$ cat src/rtl/ecore_pkg.sv
// Shared types and constants for the ecore register-file sequencer.
// Holds the sequencer state encoding and register-number helpers.
package ecore_pkg;

  localparam int XLEN        = 32;
  localparam int RF_AW       = 4;
  localparam int REG_NUM_W   = 5;
  localparam int REG_ZERO    = 0;
  localparam int RV32E_NREGS = 16;

  typedef enum logic [2:0] {
    IDLE,
    A1,
    A2,
    C1,
    C2,
    RSP,
    WR
  } state_t;

  // Register number exists in RV32E (x0..x15).
  function automatic logic reg_ok(
    input logic [REG_NUM_W-1:0] r
  );
    return r < REG_NUM_W'(RV32E_NREGS);
  endfunction

  // Register needs a real port access: legal and not x0.
  function automatic logic reg_real(
    input logic [REG_NUM_W-1:0] r
  );
    return reg_ok(r) && (r != REG_NUM_W'(REG_ZERO));
  endfunction

endpackage

$ cat src/rtl/ecore_rf_seq.sv
// Serialises operand reads and writeback onto the single RF port.
// Ports: rd req/rsp handshake, wr handshake, RF addr/we/wdata/rdata.
// Option ECORE_RF_X0_SKIP_EN: x0/illegal/unrequested reads skip
// the port cycle, shortening read latency.
module ecore_rf_seq #(
  parameter int XLEN  = 32,
  parameter int RF_AW = 4
) (
  input  logic             i_clk,
  input  logic             i_rst_n,
  input  logic             i_rd_valid,
  output logic             o_rd_ready,
  input  logic [4:0]       i_rs1,
  input  logic [4:0]       i_rs2,
  input  logic             i_need_rs2,
  output logic             o_rsp_valid,
  input  logic             i_rsp_ready,
  output logic [XLEN-1:0]  o_rs1_data,
  output logic [XLEN-1:0]  o_rs2_data,
  output logic             o_rsp_err,
  input  logic             i_wr_valid,
  output logic             o_wr_ready,
  input  logic [4:0]       i_wr_addr,
  input  logic [XLEN-1:0]  i_wr_data,
  output logic             o_wr_err,
  output logic [RF_AW-1:0] o_rf_addr,
  output logic             o_rf_we,
  output logic [XLEN-1:0]  o_rf_wdata,
  input  logic [XLEN-1:0]  i_rf_rdata
);
  import ecore_pkg::*;

  state_t state_q, state_d;

  logic [RF_AW-1:0]     rs1_q, rs2_q;
  logic [REG_NUM_W-1:0] wa_q;
  logic [XLEN-1:0]      wd_q, d1_q, d2_q;
  // two_q: both operands use the port (A1->A2->C2)
  // f2_q: single port read is rs2, not rs1
  // v1_q/v2_q: captured value is real (else stays 0)
  logic two_q, f2_q, v1_q, v2_q, err_q;

  logic real1, real2, err_n;
  logic two_n, f2_n, none_n;

  assign real1 = reg_real(i_rs1);
  assign real2 = i_need_rs2 & reg_real(i_rs2);
  assign err_n = !reg_ok(i_rs1)
               | (i_need_rs2 & !reg_ok(i_rs2));

`ifdef ECORE_RF_X0_SKIP_EN
  assign two_n  = real1 & real2;
  assign f2_n   = !real1 & real2;
  assign none_n = !real1 & !real2;
`else
  assign two_n  = i_need_rs2;
  assign f2_n   = 1'b0;
  assign none_n = 1'b0;
`endif

  assign o_rs1_data = d1_q;
  assign o_rs2_data = d2_q;
  assign o_rsp_err  = (state_q == RSP) & err_q;

  always_comb begin
    state_d     = state_q;
    o_rd_ready  = 1'b0;
    o_wr_ready  = 1'b0;
    o_rsp_valid = 1'b0;
    o_wr_err    = 1'b0;
    o_rf_addr   = '0;
    o_rf_we     = 1'b0;
    o_rf_wdata  = '0;
    unique case (state_q)
      IDLE: begin
        // Readies are held low while reset is asserted.
        o_wr_ready = i_rst_n;
        o_rd_ready = i_rst_n & !i_wr_valid;
        if (i_wr_valid)
          state_d = WR;
        else if (i_rd_valid)
          state_d = none_n ? RSP : A1;
      end
      WR: begin
        if (!reg_ok(wa_q)) begin
          o_wr_err = 1'b1;
        end else if (reg_real(wa_q)) begin
          o_rf_we    = 1'b1;
          o_rf_addr  = wa_q[RF_AW-1:0];
          o_rf_wdata = wd_q;
        end
        state_d = IDLE;
      end
      A1: begin
        o_rf_addr = f2_q ? rs2_q : rs1_q;
        state_d   = two_q ? A2 : C1;
      end
      A2: begin
        o_rf_addr = rs2_q;
        state_d   = C2;
      end
      C1: state_d = RSP;
      C2: state_d = RSP;
      RSP: begin
        o_rsp_valid = 1'b1;
        if (i_rsp_ready)
          state_d = IDLE;
      end
      default: state_d = IDLE;
    endcase
  end

  always_ff @(posedge i_clk or negedge i_rst_n) begin
    if (!i_rst_n) begin
      state_q <= IDLE;
      rs1_q   <= '0;
      rs2_q   <= '0;
      wa_q    <= '0;
      wd_q    <= '0;
      d1_q    <= '0;
      d2_q    <= '0;
      two_q   <= 1'b0;
      f2_q    <= 1'b0;
      v1_q    <= 1'b0;
      v2_q    <= 1'b0;
      err_q   <= 1'b0;
    end else begin
      state_q <= state_d;
      unique case (state_q)
        IDLE: begin
          if (i_wr_valid) begin
            wa_q <= i_wr_addr;
            wd_q <= i_wr_data;
          end else if (i_rd_valid) begin
            rs1_q <= i_rs1[RF_AW-1:0];
            rs2_q <= i_rs2[RF_AW-1:0];
            two_q <= two_n;
            f2_q  <= f2_n;
            v1_q  <= real1;
            v2_q  <= real2;
            err_q <= err_n;
            d1_q  <= '0;
            d2_q  <= '0;
          end
        end
        A2: if (v1_q) d1_q <= i_rf_rdata;
        C1: begin
          if (f2_q) begin
            if (v2_q) d2_q <= i_rf_rdata;
          end else if (v1_q) begin
            d1_q <= i_rf_rdata;
          end
        end
        C2: if (v2_q) d2_q <= i_rf_rdata;
        default: ;
      endcase
    end
  end

endmodule
$ cat config.mk
export PLATFORM = sky130hd
export DESIGN_NAME = ecore_rf_seq
export DESIGN_NICKNAME = d
export VERILOG_FILES = /design/src/rtl/ecore_pkg.sv /design/src/rtl/ecore_rf_seq.sv
export SDC_FILE = /design/constraint.sdc
export NUM_CORES = 1
export LEC_CHECK = 0
export ABC_AREA = 1
export BUFFER_PORTS_ARGS = -buffer_cell sky130_fd_sc_hd__buf_2
export CORE_AREA = 2 2 104 106
export CTS_CLUSTER_SIZE = 25
export DETAILED_ROUTE_END_ITERATION = 10
export DIE_AREA = 0 0 106 108
export GPL_ROUTABILITY_DRIVEN = 0
export GPL_TIMING_DRIVEN = 0
export PLACE_DENSITY = 0.83
export SLEW_MARGIN = 20
export SYNTH_ARGS = -nofsm -noshare
export SYNTH_HDL_FRONTEND = slang
export SYNTH_SLANG_ARGS = --single-unit
$ cat constraint.sdc
create_clock -name i_clk -period 3.1 [get_ports i_clk]
set_input_delay 0.155 -clock i_clk [delete_from_list [all_inputs] [get_ports i_clk]]
set_output_delay 0.155 -clock i_clk [all_outputs]
set_load 0.005 [all_outputs]
# == Yosys cells after proc, flatten, opt, wreduce, memory -nomap -nowiden ==
# Index checks and enable logic that the tools add are counted.
# totals
register_bits,116
output_inout_bits,106
wordCells,77
# classes
magnitude_cmp,3
n_eq_ne,12
mux,25
bitwise,7
n_reduce_logical,19
# ops
operator,n
$mux 32,7
$pmux 32 s2,2
$lt 5x5->1 const B,3
$pmux 3 s5,1
$reduce_bool 5->1,3
$pmux 4 s3,1
$eq 3x3->1 const B,3
$mux 1,9
$mux 3,3
$mux 4,2
$ne 2x2->1 const B,4
$eq 3x2->1 const B,2
$reduce_bool 3->1,2
$reduce_and 5->1,1
$and 1x1->1,4
$reduce_and 2->1,2
$reduce_and 4->1,1
$reduce_or 2->1,2
$eq 3x1->1 const B,1
$logic_and 1x1->1,3
$logic_not 1->1,3
$logic_not 3->1,1
$ne 3x3->1 const B,1
$reduce_and 3->1,1
other kinds (3),4

# == Depth between registers and ports, before layout ==
# Gate-level depths: netlist of run 1.
# logic_depth
ltp_word,5
depth_mapped,8
depth_no_buf,7

# == Worst setup path after synthesis of run 1 ==
# No wires, ideal clock.
# synth_path
path_kind,reg-to-output
startpoint,reg state_q[0]
endpoint,out o_rf_wdata[0]
arrival_time_ns,1.167
required_time_ns,2.945
path_slack_ns,1.778
path_stages_with_launch,6
n_path_buf,1
path_cell_list,dfrtp_1 > inv_2 > nand3_1 > nor2_2 > clkbuf_1 > and3_1
# synth_via
elab_chain_len,2
# synth_lines
item,line_no,text
start: declaration,ecore_rf_seq.sv:33,"state_t state_q, state_d;"
start signal: assignment,ecore_rf_seq.sv:128,state_q <= state_d;
$eq 3x3->1,ecore_rf_seq.sv:74,unique case (state_q)
$mux 32,ecore_rf_seq.sv:74,
end: declaration,ecore_rf_seq.sv:28,"output logic [XLEN-1:0] o_rf_wdata,"
# No other way between the ends.

# == Worst setup path after layout of run 1 ==
# layout_path
startpoint,reg state_q[0]
endpoint,out o_rf_wdata[18]
# Same word-level chain as after synthesis.

==> results.cfg, run 1 <==
[critical_path]
endpoint_kind = output port
cp_data_arrival_time_ns = 2.22
crit_path_cell_trace = inv_2 -> nand3_1 -> nor2_2 -> clkbuf_1 -> and3_1 -> buf_2
cp_slowest_stage_delay_ns = 0.44
cp_max_fo = 10
start_kind = flop
setup.worst_path.class = reg2out
crit_slowest_cell = dfrtp_1
required_ns = 2.94

[sta]
max_freq_mhz = 421
rsz0062_at_grt = no
setup_violations = 0
finalCriticalPeriod_ns = 2.38
fin_crit_sh_pct = 76.6
max-slew-margin-rel_pct = 67.5
worst_pin_slew_ns = 0.487
slew_viol_final = 0
timing.setup.tns_ns = 0
finalClockSkew_ns = 0.00942
hold_viol_final = 0

[logic_synthesis]
synth_area_leaders = dfrtp_1, nand2_1, nand3_1, nand4_1, and3_1
syn_nets = 759
synth-seq-cells = 116
synth_flop_cell = dfrtp_1
ys_warn_count = 0
synth_top_area_share_pct = 54.3
synth_top_cell_by_area = dfrtp_1
ys_seq_area_share_pct = 54.3
synth_most_common_cell = nand2_1
synth_edf_count = 0
synth_area_um2 = 5350
ys_types = 18
synthTopCellsByCount = nand2_1, dfrtp_1, nand3_1, nor2_1, inv_1
synth_area_per_cell_um2 = 7.93
syn-instance-count = 674
ys_async_sr_fraction_pct = 100

[grt]
grt_usage_pct = 31.4
grt_pass1_vias = 5934
grt_pass1_wl_mm = 28.3
grt.overflow.total = 0
grt_max_degree = 74
antenna_found_initial = 0

[finish]
drive_above_1_share_pct = 25.3
fill_cells = 729
antenna_cells = 0
layout.nets = 1051
fin_util_pct = 76.9
area_delta_synth_final_pct = 47.1

[clock_network]
cts_tree = done
cts_buffer_depth = 2
clk_pin_slew_ns = 0.06
cts_made_buffers = 17
h-tree-depth = 4
cts_setup_buffers = 0
clkSinkCount = 116
cts-root-buf = clkbuf_8
clk_latency_ns = 0.51

[power_and_ir_drop]
p_total_mw = 6.78
p_per_area_nw_per_um2 = 862
p_leak_nw = 4.68
peakVddDrop_mv = 0.441

[routing]
ant_nets = 0
totalWireLength_mm = 17.2
first_pass_iters = 5
wire_per_inst_um = 15.4
avgViaCountPerCell = 5.29
route.detailed.drc = 0
drt_iter0_drc = 434
num_vias = 5895

[hold_path]
hp-class = in2reg

[floorplanning]
ios = 191
die_w_um = 106
start_util_pct = 52.3
die_h_um = 108
core-area_um2 = 10200
rows = 37
dieArea_um2 = 11400

[place]
dp_hpwl_mm = 10.7
io_buffer_count = 190

[flow_run]
maxCapViolCount = 0

[run_status]
status = complete, no violations
-- cells by family (layout without fill, tap and decap cells) --
| family | count (synthesis) | count (layout) | share of synthesized area, % |
|---|---|---|---|
| AND/OR/NAND/NOR | 461 | 461 | 38.3 |
| flip-flops | 116 | 116 | 54.3 |
| buffers and inverters | 92 | 397 | 6.97 |
| AO/OA/AOI/OAI | 5 | 5 | 0.468 |
-- power breakdown --
group | switching (mW) | total [mW] | internal [mW]
logic | 1.50 | 2.43 | 0.929
clock network | 0.710 | 1.79 | 1.08
registers | 0.386 | 2.55 | 2.17
total | 2.60 | 6.78 | 4.18
-- worst paths after layout --
kind	start	end	slack, ns	cells past startpoint
worst max-delay path	state_q[0]	o_rf_wdata[18]	0.72	6
worst min-delay path	i_rd_valid	state_q[0]	0.08	7
worst max register to register	state_q[0]	o_rs2_data[4]	1.29	5
worst min register to register	wd_q[3]	wd_q[3]	0.47	2
max in group asynchronous	i_rst_n	state_q[2]	2.26	3
min in group asynchronous	i_rst_n	o_rs2_data[9]	0.14	2
-- metrics by stage --
stage                     std cells  area [um2]  hold WS, ns  setup WS (ns)
after global routing           1115        7870        0.122          0.508
after floorplan                 674        5350       -0.141           1.78
after CTS                      1115        7870       0.0702          0.753
after detailed placement       1001        6500        0.106           1.31
after global placement         1000        6470        0.370          0.348
final                          1115        7870       0.0839          0.724
-- layout make-up --
type | instances | area, um2 | area share (%)
flip-flops and latches | 116 | 2900 | 36.9
clock inverters | 12 | 108 | 1.37
repair buffers | 273 | 1810 | 23.0
clock buffers | 20 | 435 | 5.54
multi-input cells | 466 | 2070 | 26.3
inverters | 43 | 161 | 2.05
plain buffers | 49 | 211 | 2.69
well taps | 136 | 170 | 2.16
-- layer usage --
metal | global-route usage (%) | routed length (um) | vias to the layer above
met3 | 8.26 | 1490 | 61
met2 | 52.9 | 8420 | 323
li1 | - | - | 2770
met1 | 38.5 | 6740 | 2741
met5 | 0 | 0 | -
met4 | 13.3 | 548 | 0
-- worst max-delay path, delay by kind of cell (launching register included) --
kind                   cells  cell delay [ns]
AND/OR/NAND/NOR            3             0.71
buffers and inverters      3             0.56
flip-flops                 1             0.44
-- cells in the final DEF, fill, tap and decap left out --
master	Yosys	final
nand2_1	230	230
buf_2	18	207
dfrtp_1	116	116
nand3_1	111	111
dlygate4sd3_1	0	82
nor2_1	50	50
inv_1	40	40
nand4_1	33	33
and3_1	32	32
clkbuf_1	27	29
clkbuf_16	0	16
clkinv_2	0	4
inv_2	3	3
nor2_2	3	3
o21ai_0	3	3
clkinv_4	0	3
clkinvlp_4	0	3
buf_1	2	2
a21oi_1	2	2
clkbuf_8	0	2
clkbuf_2	1	1
nand2_2	1	1
buf_4	1	1
nand3b_1	1	1
bufinv_16	0	1
inv_6	0	1
buf_6	0	1
buf_16	0	1
-- state kept, by name, indices dropped and copies added (netlist names) --
register	cells
o_rs1_data	32
o_rs2_data	32
wd_q	32
wa_q	5
rs1_q	4
rs2_q	4
state_q	3
err_q	1
two_q	1
v1_q	1
v2_q	1
-- what timing repair did --
item	4_1_cts	5_1_grt
endpoints found under the hold margin	158	0
resized for setup	0	0
hold buffers	82	0
Note: power is estimated with default switching activity, not from simulation.
==> inputs of run 2 (changes only) <==
- CORE_AREA: 2 2 104 106 -> 2 2 112 114
- DIE_AREA: 0 0 106 108 -> 0 0 114 116
- PLACE_DENSITY: 0.83 -> 0.76
- clock period: 3.1 -> 2.14 ns (I/O delays scaled with it)
==> run 2 against run 1 <==
Effect of this change: clock-buffer cell count rose by 3; register-to-register slack got worse by 0.93 ns; total power up 48%; sequential power is 45% higher; first-iteration DRC count up 4.6%; routed wire length is 1.7% higher; final cell count is 1.2% higher; sequential cell count did not move; via count is 1.4% lower; setup slack got worse by 0.59 ns; critical path type unchanged.
==> results.cfg, run 2 (synthesis results as in run 1) <==
[grt]
grt.overflow.total = 0
grt_util_met3_pct = 6.12
gr-usage-met1_pct = 33.2
antenna_found_initial = 0
grt_pass1_vias = 5751
gr-usage-met2_pct = 45.1
grt_max_degree = 77
top_usage_layer = met2
grt_pass1_wl_mm = 27.6
grt_usage_pct = 26.7

[floorplanning]
ios = 191
dieArea_um2 = 13200
core-area_um2 = 11900
die_h_um = 116
die_w_um = 114
rows = 40
start_util_pct = 44.9

[finish]
fill_cells = 992
most-common-layout-cells = nand2_1, buf_2, dfrtp_1
drive_above_1_share_pct = 25.8
final_cell_area_um2 = 7980
layout.nets = 1053
final_common_cell = nand2_1
area_delta_synth_final_pct = 49.2
antenna_cells = 0

[sta]
hold_viol_final = 0
slew_viol_final = 0
worst_pin_slew_ns = 0.538
finalCriticalPeriod_ns = 2.00
fin_crit_sh_pct = 93.5
timing.setup.tns_ns = 0
finalClockSkew_ns = 0.0107
max-slew-margin-rel_pct = 64.1
max_freq_mhz = 500
fin_hold_ws_ns = 0.132
setup_violations = 0

[place]
dpl-instance-area_um2 = 6520
dp_hpwl_mm = 11.1
io_buffer_count = 190

[clock_network]
h-tree-depth = 4
cts-root-buf = clkbuf_16
cts_buffer_depth = 2
clkSinkCount = 116
cts_tree = done
cts_made_buffers = 17
clk_pin_slew_ns = 0.05
clk_latency_ns = 0.41

[critical_path]
start_kind = flop
worst_r2r_endpoint = o_rs2_data[12]
r2r_cells = 5
crit_buf_inv = 3
regToRegSetupSlack_ns = 0.36
worstReg2RegStart = state_q[0]
endpoint_kind = output port
setup.worst_path.class = reg2out
crit_path_cell_trace = inv_2 -> nand3_1 -> nor2_4 -> clkbuf_2 -> and3_1 -> buf_2
cp_slowest_stage_delay_ns = 0.44
cp_data_arrival_time_ns = 1.89
required_ns = 2.03
crit_slowest_cell = dfrtp_1
cp_max_fo = 10
path_delay_family = simple AND/OR/NAND/NOR gates

[power_and_ir_drop]
clockPowerShare_pct = 28.3
p_sw_mw = 3.70
p_total_mw = 10.1
combinationalPowerShare_pct = 34.9
pwr-share-seq_pct = 36.8
sw_frac_of_total_pct = 36.8
p_per_area_nw_per_um2 = 1260
peakVddDrop_mv = 0.587
p_leak_nw = 4.74
p_int_mw = 6.36

[routing]
drt_iter0_drc = 454
wire_per_inst_um = 15.5
num_vias = 5813
ant_nets = 0
route.detailed.drc = 0
avgViaCountPerCell = 5.15
first_pass_iters = 6
totalWireLength_mm = 17.5

[hold_path]
hp-class = in2reg
hp-start = i_rd_valid
hold_end = state_q[0]
hold_depth = 7

[run_status]
status = complete, no violations

[flow_run]
maxCapViolCount = 0
## run 2: final cells by class
cell class / instances / area, um2 / share of cell area, %
Clock buffer: 23 / 498 / 6.24
Inverter: 43 / 161 / 2.02
Clock inverter: 9 / 100 / 1.25
Multi-Input combinational cell: 466 / 2080 / 26.0
Tap cell: 147 / 184 / 2.31
Timing Repair Buffer: 275 / 1840 / 23.1
Buffer: 49 / 214 / 2.68
Sequential cell: 116 / 2900 / 36.4
## run 2: repair_timing
item	in CTS	in global routing
gates resized for setup	1	4
setup endpoints to repair	4	31
setup buffers	0	1
pin swaps	0	1
endpoints found under the hold margin	123	0
gates cloned	0	1
hold buffers	82	0
## run 2: how the worst max path moves through the flow
stage / from / end / slack [ns] / cells past startpoint
floorplan: state_q[1] / v1_q / 0.84 / 8
global placement: i_rst_n / o_wr_ready / -0.68 / 4
detailed placement: state_q[0] / o_rs2_data[12] / 0.37 / 5
CTS: state_q[0] / o_rf_wdata[9] / 0.01 / 6
global route: state_q[0] / o_rf_addr[1] / -0.01 / 7
finish: state_q[0] / o_rf_wdata[29] / 0.14 / 6
## run 2: power groups by stage
stage / registers, mW / logic [mW] / clock network, mW
after CTS: 3.67 / 3.45 / 2.90
after floorplan: 3.64 / 1.96 / 0
after global routing: 3.80 / 3.98 / 2.99
final: 3.70 / 3.51 / 2.85
after global placement: 3.68 / 3.25 / 0
after detailed placement: 3.70 / 3.32 / 0
## run 2: per-stage QoR
stage,utilization [%],setup WS [ns],instances
2_1_floorplan,-,0.842,674
3_3_place_gp,54.4,-0.677,1011
3_5_place_dp,54.7,0.373,1012
4_1_cts,66.6,0.00998,1126
5_1_grt,67.0,-0.0126,1128
6_report,67.0,0.139,1128
## run 2: worst reg2reg max path, delay by kind of cell, from the launching register on
kind,cells,cell delay (ns)
AND/OR/NAND/NOR,4,0.94
flip-flops,1,0.44
buffers and inverters,1,0.30
## run 2: per-layer routing
metal  routed length, um  part of all wire [%]  up-vias
met5                   0                     0        -
met4                 513                   2.9        0
met3                1160                   6.6       39
met2                8530                    49      254
met1                7280                    42     2755
li1                    -                     -     2765
